<file path="src/rtl/bs_rr_arbtr_bcst_if.sv">
// Bus bundle between the device FIFOs/receivers and the packet arbiter.
// master = arbiter side, slave = device side.
interface bs_rr_arbtr_bcst_if #(
    parameter int unsigned pckg_sz = 32,
    parameter int unsigned drvrs   = 16
);
    localparam int unsigned GntW = (drvrs > 1) ? $clog2(drvrs) : 1;

    logic                            rr_mode;
    logic [drvrs-1:0]                pndng;
    logic [drvrs-1:0][pckg_sz-1:0]   d_pop;
    logic [drvrs-1:0]                pop;
    logic [drvrs-1:0]                full;
    logic [drvrs-1:0]                push;
    logic [drvrs-1:0][pckg_sz-1:0]   d_push;
    logic                            busy;
    logic [GntW-1:0]                 grant_id;
    logic                            err_drop;
    logic [15:0]                     drop_cnt;

    modport master (
        input  rr_mode, pndng, d_pop, full,
        output pop, push, d_push, busy, grant_id, err_drop, drop_cnt
    );

    modport slave (
        output rr_mode, pndng, d_pop, full,
        input  pop, push, d_push, busy, grant_id, err_drop, drop_cnt
    );
endinterface

</file>
<file path="src/rtl/bs_rr_arbtr_bcst.sv">
// Single-bus packet arbiter: round-robin or fixed-priority grant, one packet per
// IDLE->POP->ROUTE->PUSH pass, with broadcast, backpressure and stall-timeout drop.
module bs_rr_arbtr_bcst #(
    parameter int unsigned       pckg_sz   = 32,
    parameter int unsigned       drvrs     = 16,
    parameter int unsigned       id_w      = 8,
    parameter logic [id_w-1:0]   broadcast = {id_w{1'b1}},
    parameter int unsigned       tmo       = 255
) (
    input logic                clk,
    input logic                reset,
    bs_rr_arbtr_bcst_if.master bus_io
);
    localparam int unsigned GntW   = (drvrs > 1) ? $clog2(drvrs) : 1;
    localparam int unsigned StallW = $clog2(tmo + 1);

    typedef enum logic [1:0] {StIdle, StPop, StRoute, StPush} state_e;

    state_e              state_q, state_d;
    logic [GntW-1:0]     grant_q, grant_d;
    logic [GntW-1:0]     ptr_q, ptr_d;
    logic [pckg_sz-1:0]  pkt_q, pkt_d;
    logic [drvrs-1:0]    tgt_q, tgt_d;
    logic [StallW-1:0]   stall_q, stall_d;
    logic [15:0]         drop_cnt_q, drop_cnt_d;

    logic [id_w-1:0]     id;
    logic                blocked;
    logic                drop;
    logic                arb_vld;
    logic [GntW-1:0]     arb_gnt;
    logic [drvrs-1:0]    pop;
    logic [drvrs-1:0]    push;

    assign id      = pkt_q[pckg_sz-1 -: id_w];
    assign blocked = |(tgt_q & bus_io.full);

    // Round-robin scans upward from ptr+1 with wrap; fixed mode scans from 0.
    always_comb begin
        int unsigned pos;
        arb_vld = 1'b0;
        arb_gnt = '0;
        pos     = 0;
        for (int unsigned i = 0; i < drvrs; i++) begin
            if (bus_io.rr_mode) begin
                pos = 32'(ptr_q) + 1 + i;
                if (pos >= drvrs) pos = pos - drvrs;
            end else begin
                pos = i;
            end
            if (!arb_vld && bus_io.pndng[GntW'(pos)]) begin
                arb_vld = 1'b1;
                arb_gnt = GntW'(pos);
            end
        end
    end

    always_comb begin
        state_d = state_q;
        grant_d = grant_q;
        ptr_d   = ptr_q;
        pkt_d   = pkt_q;
        tgt_d   = tgt_q;
        stall_d = stall_q;
        drop    = 1'b0;
        pop     = '0;
        push    = '0;
        unique case (state_q)
            StIdle: begin
                if (arb_vld) begin
                    grant_d = arb_gnt;
                    state_d = StPop;
                end
            end
            StPop: begin
                pop[grant_q] = 1'b1;
                pkt_d        = bus_io.d_pop[grant_q];
                ptr_d        = grant_q;
                state_d      = StRoute;
            end
            StRoute: begin
                stall_d = '0;
                if (id == broadcast) begin
                    tgt_d          = '1;
                    tgt_d[grant_q] = 1'b0;
                    state_d        = StPush;
                end else if (32'(id) < drvrs) begin
                    tgt_d              = '0;
                    tgt_d[GntW'(id)]   = 1'b1;
                    state_d            = StPush;
                end else begin
                    drop    = 1'b1;
                    state_d = StIdle;
                end
            end
            StPush: begin
                // All-or-nothing: any full target holds back the whole set.
                if (!blocked) begin
                    push    = tgt_q;
                    state_d = StIdle;
                end else if (stall_q >= StallW'(tmo)) begin
                    drop    = 1'b1;
                    state_d = StIdle;
                end else begin
                    stall_d = stall_q + 1'b1;
                end
            end
            default: state_d = StIdle;
        endcase
    end

    always_comb begin
        drop_cnt_d = drop_cnt_q;
        if (drop && drop_cnt_q != 16'hFFFF) drop_cnt_d = drop_cnt_q + 16'd1;
    end

    always_ff @(posedge clk or posedge reset) begin
        if (reset) begin
            state_q    <= StIdle;
            grant_q    <= '0;
            ptr_q      <= GntW'(drvrs - 1);
            pkt_q      <= '0;
            tgt_q      <= '0;
            stall_q    <= '0;
            drop_cnt_q <= '0;
        end else begin
            state_q    <= state_d;
            grant_q    <= grant_d;
            ptr_q      <= ptr_d;
            pkt_q      <= pkt_d;
            tgt_q      <= tgt_d;
            stall_q    <= stall_d;
            drop_cnt_q <= drop_cnt_d;
        end
    end

    always_comb begin
        bus_io.d_push = '0;
        for (int unsigned i = 0; i < drvrs; i++) begin
            if (push[i]) bus_io.d_push[i] = pkt_q;
        end
    end

    assign bus_io.pop      = pop;
    assign bus_io.push     = push;
    assign bus_io.busy     = (state_q != StIdle);
    assign bus_io.grant_id = grant_q;
    assign bus_io.err_drop = drop;
    assign bus_io.drop_cnt = drop_cnt_q;
endmodule
</file>
<file path="src/flat_wrapper.sv">
// flat-port wrapper written by rule: the top's interface ports become plain ports
module bs_rr_arbtr_bcst_flat 
#(
    parameter int unsigned       pckg_sz   = 32,
    parameter int unsigned       drvrs     = 16,
    parameter int unsigned       id_w      = 8,
    parameter logic [id_w-1:0]   broadcast = {id_w{1'b1}},
    parameter int unsigned       tmo       = 255
)
  (clk, reset, bus_io_rr_mode, bus_io_pndng, bus_io_d_pop, bus_io_full, bus_io_pop, bus_io_push, bus_io_d_push, bus_io_busy, bus_io_grant_id, bus_io_err_drop, bus_io_drop_cnt);
  bs_rr_arbtr_bcst_if #(.pckg_sz(pckg_sz), .drvrs(drvrs)) bus_io_i ();
  input logic clk;
  input logic reset;
  input wire logic [$bits(bus_io_i.rr_mode)-1:0] bus_io_rr_mode;
  input wire logic [$bits(bus_io_i.pndng)-1:0] bus_io_pndng;
  input wire logic [$bits(bus_io_i.d_pop)-1:0] bus_io_d_pop;
  input wire logic [$bits(bus_io_i.full)-1:0] bus_io_full;
  output wire logic [$bits(bus_io_i.pop)-1:0] bus_io_pop;
  output wire logic [$bits(bus_io_i.push)-1:0] bus_io_push;
  output wire logic [$bits(bus_io_i.d_push)-1:0] bus_io_d_push;
  output wire logic [$bits(bus_io_i.busy)-1:0] bus_io_busy;
  output wire logic [$bits(bus_io_i.grant_id)-1:0] bus_io_grant_id;
  output wire logic [$bits(bus_io_i.err_drop)-1:0] bus_io_err_drop;
  output wire logic [$bits(bus_io_i.drop_cnt)-1:0] bus_io_drop_cnt;
  assign bus_io_i.rr_mode = bus_io_rr_mode;
  assign bus_io_i.pndng = bus_io_pndng;
  assign bus_io_i.d_pop = bus_io_d_pop;
  assign bus_io_i.full = bus_io_full;
  assign bus_io_pop = bus_io_i.pop;
  assign bus_io_push = bus_io_i.push;
  assign bus_io_d_push = bus_io_i.d_push;
  assign bus_io_busy = bus_io_i.busy;
  assign bus_io_grant_id = bus_io_i.grant_id;
  assign bus_io_err_drop = bus_io_i.err_drop;
  assign bus_io_drop_cnt = bus_io_i.drop_cnt;
  bs_rr_arbtr_bcst #(.pckg_sz(pckg_sz), .drvrs(drvrs), .id_w(id_w), .broadcast(broadcast), .tmo(tmo)) u_core (.clk(clk), .reset(reset), .bus_io(bus_io_i));
endmodule
</file>
<file path="config.mk">
export PLATFORM = sky130hd
export DESIGN_NAME = bs_rr_arbtr_bcst_flat
export DESIGN_NICKNAME = d
export VERILOG_FILES = /design/src/rtl/bs_rr_arbtr_bcst_if.sv /design/src/rtl/bs_rr_arbtr_bcst.sv /design/src/flat_wrapper.sv
export SDC_FILE = /design/constraint.sdc
export NUM_CORES = 1
export LEC_CHECK = 0
export BUFFER_PORTS_ARGS = -buffer_cell sky130_fd_sc_hd__buf_4
export CORE_AREA = 2 2 436 438
export CTS_CLUSTER_SIZE = 10
export DETAILED_ROUTE_END_ITERATION = 16
export DIE_AREA = 0 0 438 440
export GPL_TIMING_DRIVEN = 0
export SLEW_MARGIN = 20
export SYNTH_ARGS = -nofsm -noshare
export SYNTH_HDL_FRONTEND = slang
export SYNTH_SLANG_ARGS = --single-unit
export TNS_END_PERCENT = 5
</file>
<file path="constraint.sdc">
create_clock -name clk -period 5.4 [get_ports clk]
set_input_delay 1.08 -clock clk [delete_from_list [all_inputs] [get_ports clk]]
set_output_delay 1.08 -clock clk [all_outputs]
set_load 0.02 [all_outputs]
</file>
Yosys cells after proc, flatten, opt, wreduce, memory -nomap -nowiden
Cells that the tools add are included.
{ "op_classes": {"n_mux": 137, "magnitude_cmp": 38, "n_reduce_logical": 42, "addsub": 34, "eq_ne": 9, "n_bitwise": 2} }
{ "op_table": {"columns": ["op", "n"], "rows": [
  ["two-way mux 32 bit", 17],
  ["two-way mux 4 bit", 48],
  ["binary-select mux 32 bit (select 4 bit)", 1],
  [">= comparator 6 x 5 -> 1 bit, second input constant", 15],
  ["less-than comparator 4 x 5 -> 1 bit, second input constant", 18],
  ["two-way mux 16 bit", 5],
  ["binary-select mux 1 bit (select 4 bit)", 16],
  ["subtractor 4 x 1 -> 4 bit, second input constant", 16],
  ["adder 5 x 4 -> 6 bit, second input constant", 8],
  ["two-way mux 1 bit", 38],
  ["adder 5 x 3 -> 6 bit, second input constant", 4],
  ["logical AND 1 bit", 18],
  ["adder 16 x 1 -> 16 bit, second input constant", 1],
  ["AND 16 bit", 1],
  ["two-way mux 8 bit", 2],
  ["!= test 16 bit, second input constant", 1],
  ["inverter 16 bit", 1],
  ["case mux 8 bit (2 select lines)", 1],
  ["OR reduction 16 bit", 1],
  ["zero test 1 bit", 15],
  ["adder 5 x 2 -> 6 bit, second input constant", 2],
  ["two-way mux 2 bit", 5],
  ["adder 8 x 1 -> 8 bit, second input constant", 1],
  ["demux 1 bit (select 4 bit)", 2],
  ["other kinds (18)", 25]
]} }
{ "word_totals": {"word_cells": 269, "out_inout_bits": 566, "inputBits": 547, "register_bits": 82} }

Logic depth before layout (Yosys ltp)
Gate-level depths: netlist (run 1).
{ "depth": {"word_depth": 54, "mapped_depth": 17, "ltp_nobuf": 12} }

Least setup slack after synthesis (run 1)
No wires, ideal clock.
{ "synth_path": {"path_type": "register to register", "start": "register u_core.ptr_q[0]", "end": "register u_core.grant_q[1] (netlist: u_core.bus_io.grant_id[1])", "path_stages_with_launch": 16, "synth_period_minus_slack_ns": 3.939, "setup_time_ns": 0.087, "arrival_ns": 3.852, "required_ns": 5.313, "slack_ns": 1.461, "n_path_buf": 4, "cell_sequence": "dfstp_2 > buf_4 > buf_2 > inv_1 > ha_1 > buf_2 > or3b_1 > buf_2 > o22a_1 > and2_4 > a2111oi_4 > o22ai_1 > or4_4 > o32ai_2 > o21ai_1 > a211oi_2"} }
{ "synth_via": {"elab_chain_len": 53, "word_cells_on_any_way": 175, "cone_classes": "add/sub: 32; order compare: 16; mux: 96; reduce/logical: 31"} }
{ "synth_lines": {"columns": ["element", "line", "source"], "rows": [
  ["from (decl)", "bs_rr_arbtr_bcst.sv:21", "logic [GntW-1:0] ptr_q, ptr_d;"],
  ["from (signal assigned)", "bs_rr_arbtr_bcst.sv:121", "ptr_q <= GntW'(drvrs - 1);"],
  ["from (signal assigned)", "bs_rr_arbtr_bcst.sv:129", "ptr_q <= ptr_d;"],
  ["adder 4 x 1 -> 5 bit (*)", "bs_rr_arbtr_bcst.sv:46", "pos = 32'(ptr_q) + 1 + i;"],
  ["parallel branches: the longest is 52 deep, another holds adder 5 x 1 -> 6 bit", null, null],
  ["to (signal assigned)", "bs_rr_arbtr_bcst.sv:128", "grant_q <= grant_d;"],
  ["to (decl)", "bs_rr_arbtr_bcst.sv:20", "logic [GntW-1:0] grant_q, grant_d;"]
]} }
Every way passes the cells marked *. The select of a mux whose other input is x is not followed.
A chain may end at the register's enable or synchronous reset.

Worst setup path in the final report (run 1)
{ "layout_path": {"start": "register u_core.tgt_q[9]", "end": "output bus_io_d_push[260]"} }
{ "layout_via": {"elab_chain_len": 5} }
{ "layout_lines": {"columns": ["element", "line", "source"], "rows": [
  ["from (decl)", "bs_rr_arbtr_bcst.sv:23", "logic [drvrs-1:0] tgt_q, tgt_d;"],
  ["from (signal assigned)", "bs_rr_arbtr_bcst.sv:131", "tgt_q <= tgt_d;"],
  ["AND 16 bit", "bs_rr_arbtr_bcst.sv:36", "assign blocked = |(tgt_q & bus_io.full);"],
  ["OR reduction 16 bit", "bs_rr_arbtr_bcst.sv:36", null],
  ["two-way mux 16 bit", "bs_rr_arbtr_bcst.sv:98", "if (!blocked) begin"],
  ["two-way mux 16 bit", "bs_rr_arbtr_bcst.sv:68", "unique case (state_q)"],
  ["two-way mux 32 bit", "bs_rr_arbtr_bcst.sv:140", "if (push[i]) bus_io.d_push[i] = pkt_q;"],
  ["to (decl)", "flat_wrapper.sv:20", "output wire logic [$bits(bus_io_i.d_push)-1:0] bus_io_d_push;"]
]} }
No other way between the ends.

==> results of run 1 <==
==> layout by cell type (no fill, tap or decap), types with 17 or more instances in the layout <==
master       n
nand3_1     17
nand2_1    182
mux4_2     166
and2_1      23
buf_4     1112
clkbuf_1   125
diode_2     34
clkbuf_2    64
nor2_1      57
o21ai_0     34
and3_1     524
a21oi_1     31
mux2i_1     17
dfrtp_1     72
nor3_1      27
==> routing by layer <==
metal,vias to the layer above,part of all wire,global-route usage
li1,8529,-,-
met1,10437,0.37,0.208
met2,1419,0.50,0.327
met3,272,0.092,0.0552
met4,66,0.034,0.0549
met5,-,0.0023,0
==> logic make-up after synthesis <==
kind of cell               after synthesis  share of synthesized area
buffers and inverters                  234                     0.0670
DFF                                     82                      0.149
AOI/OAI and AO/OA                      184                     0.0946
and+or+nand+nor                        899                      0.366
adders and majority gates                4                    0.00362
muxes                                  197                      0.296
xor gates and xnor gates                32                     0.0247
==> cell type report <==
type / count / area (µm²) / area share
Timing Repair Buffer: 1131 / 8830 / 0.335
Clock inverter: 6 / 71.3 / 0.00271
Antenna cell: 34 / 85.1 / 0.00323
Sequential cell: 82 / 2060 / 0.0784
Buffer: 224 / 1010 / 0.0385
Tap cell: 2511 / 3140 / 0.119
Multi-Input combinational cell: 1316 / 10900 / 0.412
Clock buffer: 10 / 239 / 0.00907
Inverter: 10 / 42.5 / 0.00161
==> through the flow <==
stage	setup WS (ns)	cell area [µm²]	TNS [ns]	instances
after floorplan	1.46	13800	0	1632
after global placement	-1.88	25300	-391.93	5254
after CTS	0.194	26300	0	5290
after detailed placement	-1.05	25900	-204.45	5274
final	0.157	26300	0	5324
after global routing	0.128	26300	0	5297
==> what timing repair did <==
item                                    in CTS  in global routing
endpoints found under the setup margin     528                  0
hold buffers                                 0                  0
resized for setup                           28                  0
==> report_power, final <==
group	total, mW	internal (mW)	switching (mW)
registers	1.95	0.852	1.10
logic	11.7	3.63	8.11
clock network	0.711	0.377	0.334
==> sequential cells by signal, indices dropped and copies added, names as in the netlist <==
register and cells:
u_core.bus_io.grant_id 4, u_core.stall_q 8, u_core.ptr_q 4, u_core.bus_io.drop_cnt 16, u_core.pkt_q 32, u_core.state_q 2, u_core.tgt_q 16
==> worst reg2reg max path, cell delays in order (launching register included) <==
cell      delay, ns
dfstp_2        0.58
buf_4          0.18
buf_2          0.25
inv_1          0.18
ha_1           0.32
buf_2          0.15
xnor3_1        0.25
and2_1         0.34
mux4_2         0.59
nor3_1         0.65
a211oi_1       0.26
nand4b_4       0.24
nor3_1         0.09
a21oi_1        0.55
o22ai_1        0.15
o21bai_1       0.18
==> final timing paths <==
kind / from / endpoint / cells past startpoint
max: u_core.tgt_q[9] / bus_io_d_push[260] / 9
min reg2reg: u_core.bus_io.drop_cnt[9] / u_core.bus_io.drop_cnt[9] / 1
max reg2reg: u_core.ptr_q[0] / u_core.bus_io.grant_id[2] / 15
min in group asynchronous: reset / u_core.bus_io.drop_cnt[14] / 2
max in group asynchronous: reset / u_core.pkt_q[5] / 3
min: u_core.bus_io.drop_cnt[9] / u_core.bus_io.drop_cnt[9] / 1
==> impl_metrics.ini, run 1 <==
[routing]
drtPass1Iterations = 5
via_count = 20723
drtIter0Drc = 2245
finalWirelength_um = 186000
antenna_left = 0
vias_per_cell = 3.89
drc = 0
wire_per_inst_um = 34.9

[synth]
netlist_top_cells_count = 524 x and3_1, 198 x clkbuf_1, 182 x nand2_1
syn_area_per_cell_um2 = 8.47
synth_ff_type = dfrtp_1
async_flop_share = 1.00
ys_seq_elements = 82
yosysSeqAreaShare = 0.149
synthMostInstantiatedCell = and3_1
syn_nets = 2183
syn-instance-count = 1632
netlist.area_leader.share = 0.270
synth_top_cell_by_area = mux4_2
syn_area_um2 = 13800
synth_top_cells_by_area = mux4_2 27%, and3_1 24%, dfrtp_1 14%
synth_edf_count = 0
synth.distinct_cells = 88
yosys_warnings = 0

[floorplan]
chipWidth_um = 438
ios = 1113
initial_core_util = 0.0733
rows = 160
die_h_um = 440
die_area_um2 = 193000
coreArea_um2 = 189000

[global_routing]
track_usage = 0.183
first_global_vias = 19316
grt_max_degree = 67
grt_overflow = 0
antenna_found_initial = 107
grt_first_pass_wirelength_um = 225000

[final_layout]
synthToLayoutAreaGrowth_pct = 90.5
post-route-util = 0.140
fillers = 21647
drive_above_1_share = 0.526
nets = 3325

[critical_path]
crit_buf_inv = 4
slowest_stage = dfrtp_1
cp.required_ns = 4.32
cp_top_family = buffers and inverters
start_kind = register
cp_max_fo = 10
cp_slowest_stage_delay_ns = 0.71
arrival_ns = 4.16
path_cells = a22oi_1 > nand2_1 > nor3_4 > and3_1 > clkbuf_2 > clkbuf_4 > clkbuf_1 > and3_1 > buf_4
path_class = reg -> out
r2r_setup_slack_ns = 0.33
cp-end-kind = output pin
cpMostUsedCell = and3_1

[timing]
setup_violations = 0
grt_setup_unrepaired = no
fmax_mhz = 191
fin_crit_sh = 0.971
hold_viol = 0
min_period_ns = 5.24
final_max_slew_viol_count = 0
worstMarginPinSlew_ns = 1.19
whs_ns = 0.505
finClkSkew_ns = 0.0131
maxSlewHeadroom = 0.208

[power]
finalPower_mw = 14.4
ir_worst_vdd_uv = 225
power.static_leakage_nw = 13.3
p_per_area_nw_per_um2 = 546

[cts]
clkTransAtPathRegs_ns = 0.07
insertion_delay_ns = 0.40
post-cts-setup-buffers = 0
cts_tree = built
cts_root_buffer = clkbuf_16
cts_buffer_depth = 2
clock-sinks = 82
h-tree-depth = 3
cts_buffers = 9

[run_status]
outcome = completed

[min_path]
hold_path.class = reg -> reg

[place]
dp_hpwl_um = 164000
place_congestion = 1.00
portBuffers = 1111

[run]
cap_violations = 0
(Power assumes the default switching activity.)
==> run 2: changes to the inputs <==
--- a/config.mk
+++ b/config.mk
@@ -6,11 +6,14 @@
 export NUM_CORES = 1
 export LEC_CHECK = 0
 export BUFFER_PORTS_ARGS = -buffer_cell sky130_fd_sc_hd__buf_4
-export CORE_AREA = 2 2 436 438
+export CELL_PAD_IN_SITES_DETAIL_PLACEMENT = 0
+export CELL_PAD_IN_SITES_GLOBAL_PLACEMENT = 1
+export CORE_AREA = 2 2 437 439
 export CTS_CLUSTER_SIZE = 10
 export DETAILED_ROUTE_END_ITERATION = 16
-export DIE_AREA = 0 0 438 440
+export DIE_AREA = 0 0 439 441
 export GPL_TIMING_DRIVEN = 0
+export PLACE_DENSITY_LB_ADDON = 0.1
 export SLEW_MARGIN = 20
 export SYNTH_ARGS = -nofsm -noshare
 export SYNTH_HDL_FRONTEND = slang
==> run 2 against run 1 <==
Sequential share of layout area up 0.082 points; hold slack worse by 0.0078 ns; utilization down 0.24 points; final cell count down 0.36%; first-iteration DRC count down 50%; clock power up 1%; cell area down 1.4%; maximum frequency down 0.11%; via count down 8.4%; flip-flop and latch count unchanged; combinational power down 8%; sequential power down 13%.
==> impl_metrics.ini, run 2 (synthesis results as in run 1) <==
[run_status]
outcome = completed

[global_routing]
grt_first_pass_wirelength_um = 217000
groute.layer.met2.usage = 0.328
grt_max_degree = 52
grt.met3_usage = 0.0314
grt.busiest_layer = met2
first_global_vias = 19605
use_met1 = 0.200
track_usage = 0.170
antenna_found_initial = 58
grt_overflow = 0

[critical_path]
cp_slowest_stage_delay_ns = 0.73
reg2reg_to = u_core.bus_io.grant_id[2]
cp-end-kind = output pin
cp.required_ns = 4.32
r2r_setup_slack_ns = 0.25
worstSetupStartpoint = u_core.tgt_q[10]
path_class = reg -> out
arrival_ns = 4.17
path_depth = 8
cpMostUsedCell = clkbuf_1
r2r-start = u_core.ptr_q[0]
crit_buf_inv = 3
crit_path_end = bus_io_d_push[228]
path_cells = a22oi_1 > nand2_1 > nor3_2 > and3_2 > clkbuf_1 > clkbuf_1 > and3_1 > buf_4
r2r_cells = 15
cp_max_fo = 10
cp_top_family = buffers and inverters
slowest_stage = dfrtp_1
start_kind = register

[place]
dp_hpwl_um = 149000
portBuffers = 1111
place_congestion = 0.787
dp_cells = 5263

[cts]
cts_hold_buf = 0
cts_buffers = 9
cts_buffer_depth = 2
h-tree-depth = 3
clock-sinks = 82
clkTransAtPathRegs_ns = 0.09
insertion_delay_ns = 0.41
cts_root_buffer = clkbuf_16
post-cts-setup-buffers = 0
cts_tree = built

[min_path]
hold_path.class = reg -> reg

[timing]
fin_setup_tns_ns = 0
hold_viol = 0
setup_violations = 0
maxSlewHeadroom = 0.183
fmax_mhz = 191
worstMarginPinSlew_ns = 1.23
min_period_ns = 5.25
grt_setup_unrepaired = no
finClkSkew_ns = 0.0225
final_max_slew_viol_count = 0
fin_crit_sh = 0.972

[final_layout]
final_cell_mix = 1112 x buf_4, 523 x and3_1, 182 x nand2_1
fillers = 21853
top_register = u_core.pkt_q
final_cell_count_no_fill = 5305
drive_above_1_share = 0.508
largest_reg_flops = 32
nets = 3313
final_common_cell = buf_4
synthToLayoutAreaGrowth_pct = 87.8

[floorplan]
die_h_um = 441
rows = 160
coreArea_um2 = 189000
chipWidth_um = 439
ios = 1113
initial_core_util = 0.0731
die_area_um2 = 194000

[routing]
drtPass1Iterations = 8
vias_per_cell = 3.58
drtIter0Drc = 1125
drc = 0
via_count = 18975
wire_per_inst_um = 32.5
antenna_left = 0
finalWirelength_um = 172000

[run]
cap_violations = 0

[power]
power.static_leakage_nw = 13.1
finalPower_mw = 13.2
p_per_area_nw_per_um2 = 510
ir_worst_vdd_uv = 150
## run 2: stage by stage
stage          area, µm²  utilization  hold slack [ns]  worst slack, ns
2_1_floorplan      13800            -            0.455             1.46
3_3_place_gp       25300        0.134            0.489           -0.987
3_5_place_dp       25600        0.135            0.491           -0.997
4_1_cts            25900        0.137            0.503           0.0856
5_1_grt            25900        0.137            0.528           0.0104
6_report           26000        0.137            0.497            0.151
## run 2: cell type report
type                       count  area, µm²  share of cell area
antenna                       27       67.6             0.00260
sequential                    82       2060              0.0792
buffer                       223        937              0.0361
clock buffer                   9        225             0.00867
multi-input combinational   1316      10900               0.418
timing repair buffer        1120       8570               0.330
inverter                      10       42.5             0.00164
tap                         2511       3140               0.121
clock inverter                 7       81.3             0.00313
## run 2: worst min path at each step
| stage | from | endpoint | slack, ns | cells past startpoint |
|---|---|---|---|---|
| 5_1_grt | u_core.bus_io.drop_cnt[6] | u_core.bus_io.drop_cnt[6] | 0.53 | 1 |
| 6_report | u_core.ptr_q[1] | u_core.ptr_q[1] | 0.50 | 2 |
| 4_1_cts | u_core.ptr_q[1] | u_core.ptr_q[1] | 0.50 | 2 |
| 2_1_floorplan | u_core.ptr_q[1] | u_core.ptr_q[1] | 0.46 | 2 |
| 3_5_place_dp | u_core.ptr_q[1] | u_core.ptr_q[1] | 0.49 | 2 |
| 3_3_place_gp | u_core.ptr_q[1] | u_core.ptr_q[1] | 0.49 | 2 |
## run 2: metal layers
metal,vias up,share of wire
li1,8492,-
met1,9647,0.40
met3,61,0.054
met4,20,0.0071
met5,-,0.00073
met2,755,0.54
## run 2: worst reg2reg max path, delay by kind of cell, from the launching register on
kind	cells	cell delay, ns
AOI/OAI and AO/OA	5	1.54
adders and majority gates	1	0.30
buffers and inverters	6	1.61
DFF	1	0.56
and+or+nand+nor	3	1.03
## run 2: power breakdown
group / total, mW / switching (mW) / internal [mW] / leakage (nW)
Sequential: 1.70 / 0.849 / 0.854 / 1.04
Clock: 0.719 / 0.387 / 0.332 / 0.150
Combinational: 10.8 / 7.43 / 3.39 / 11.9
Total: 13.2 / 8.66 / 4.58 / 13.1
## run 2: what timing repair did
action                     in CTS  in global routing
setup endpoints to repair     524                  2
gates resized for setup         8                  1
pin swaps                       0                  0
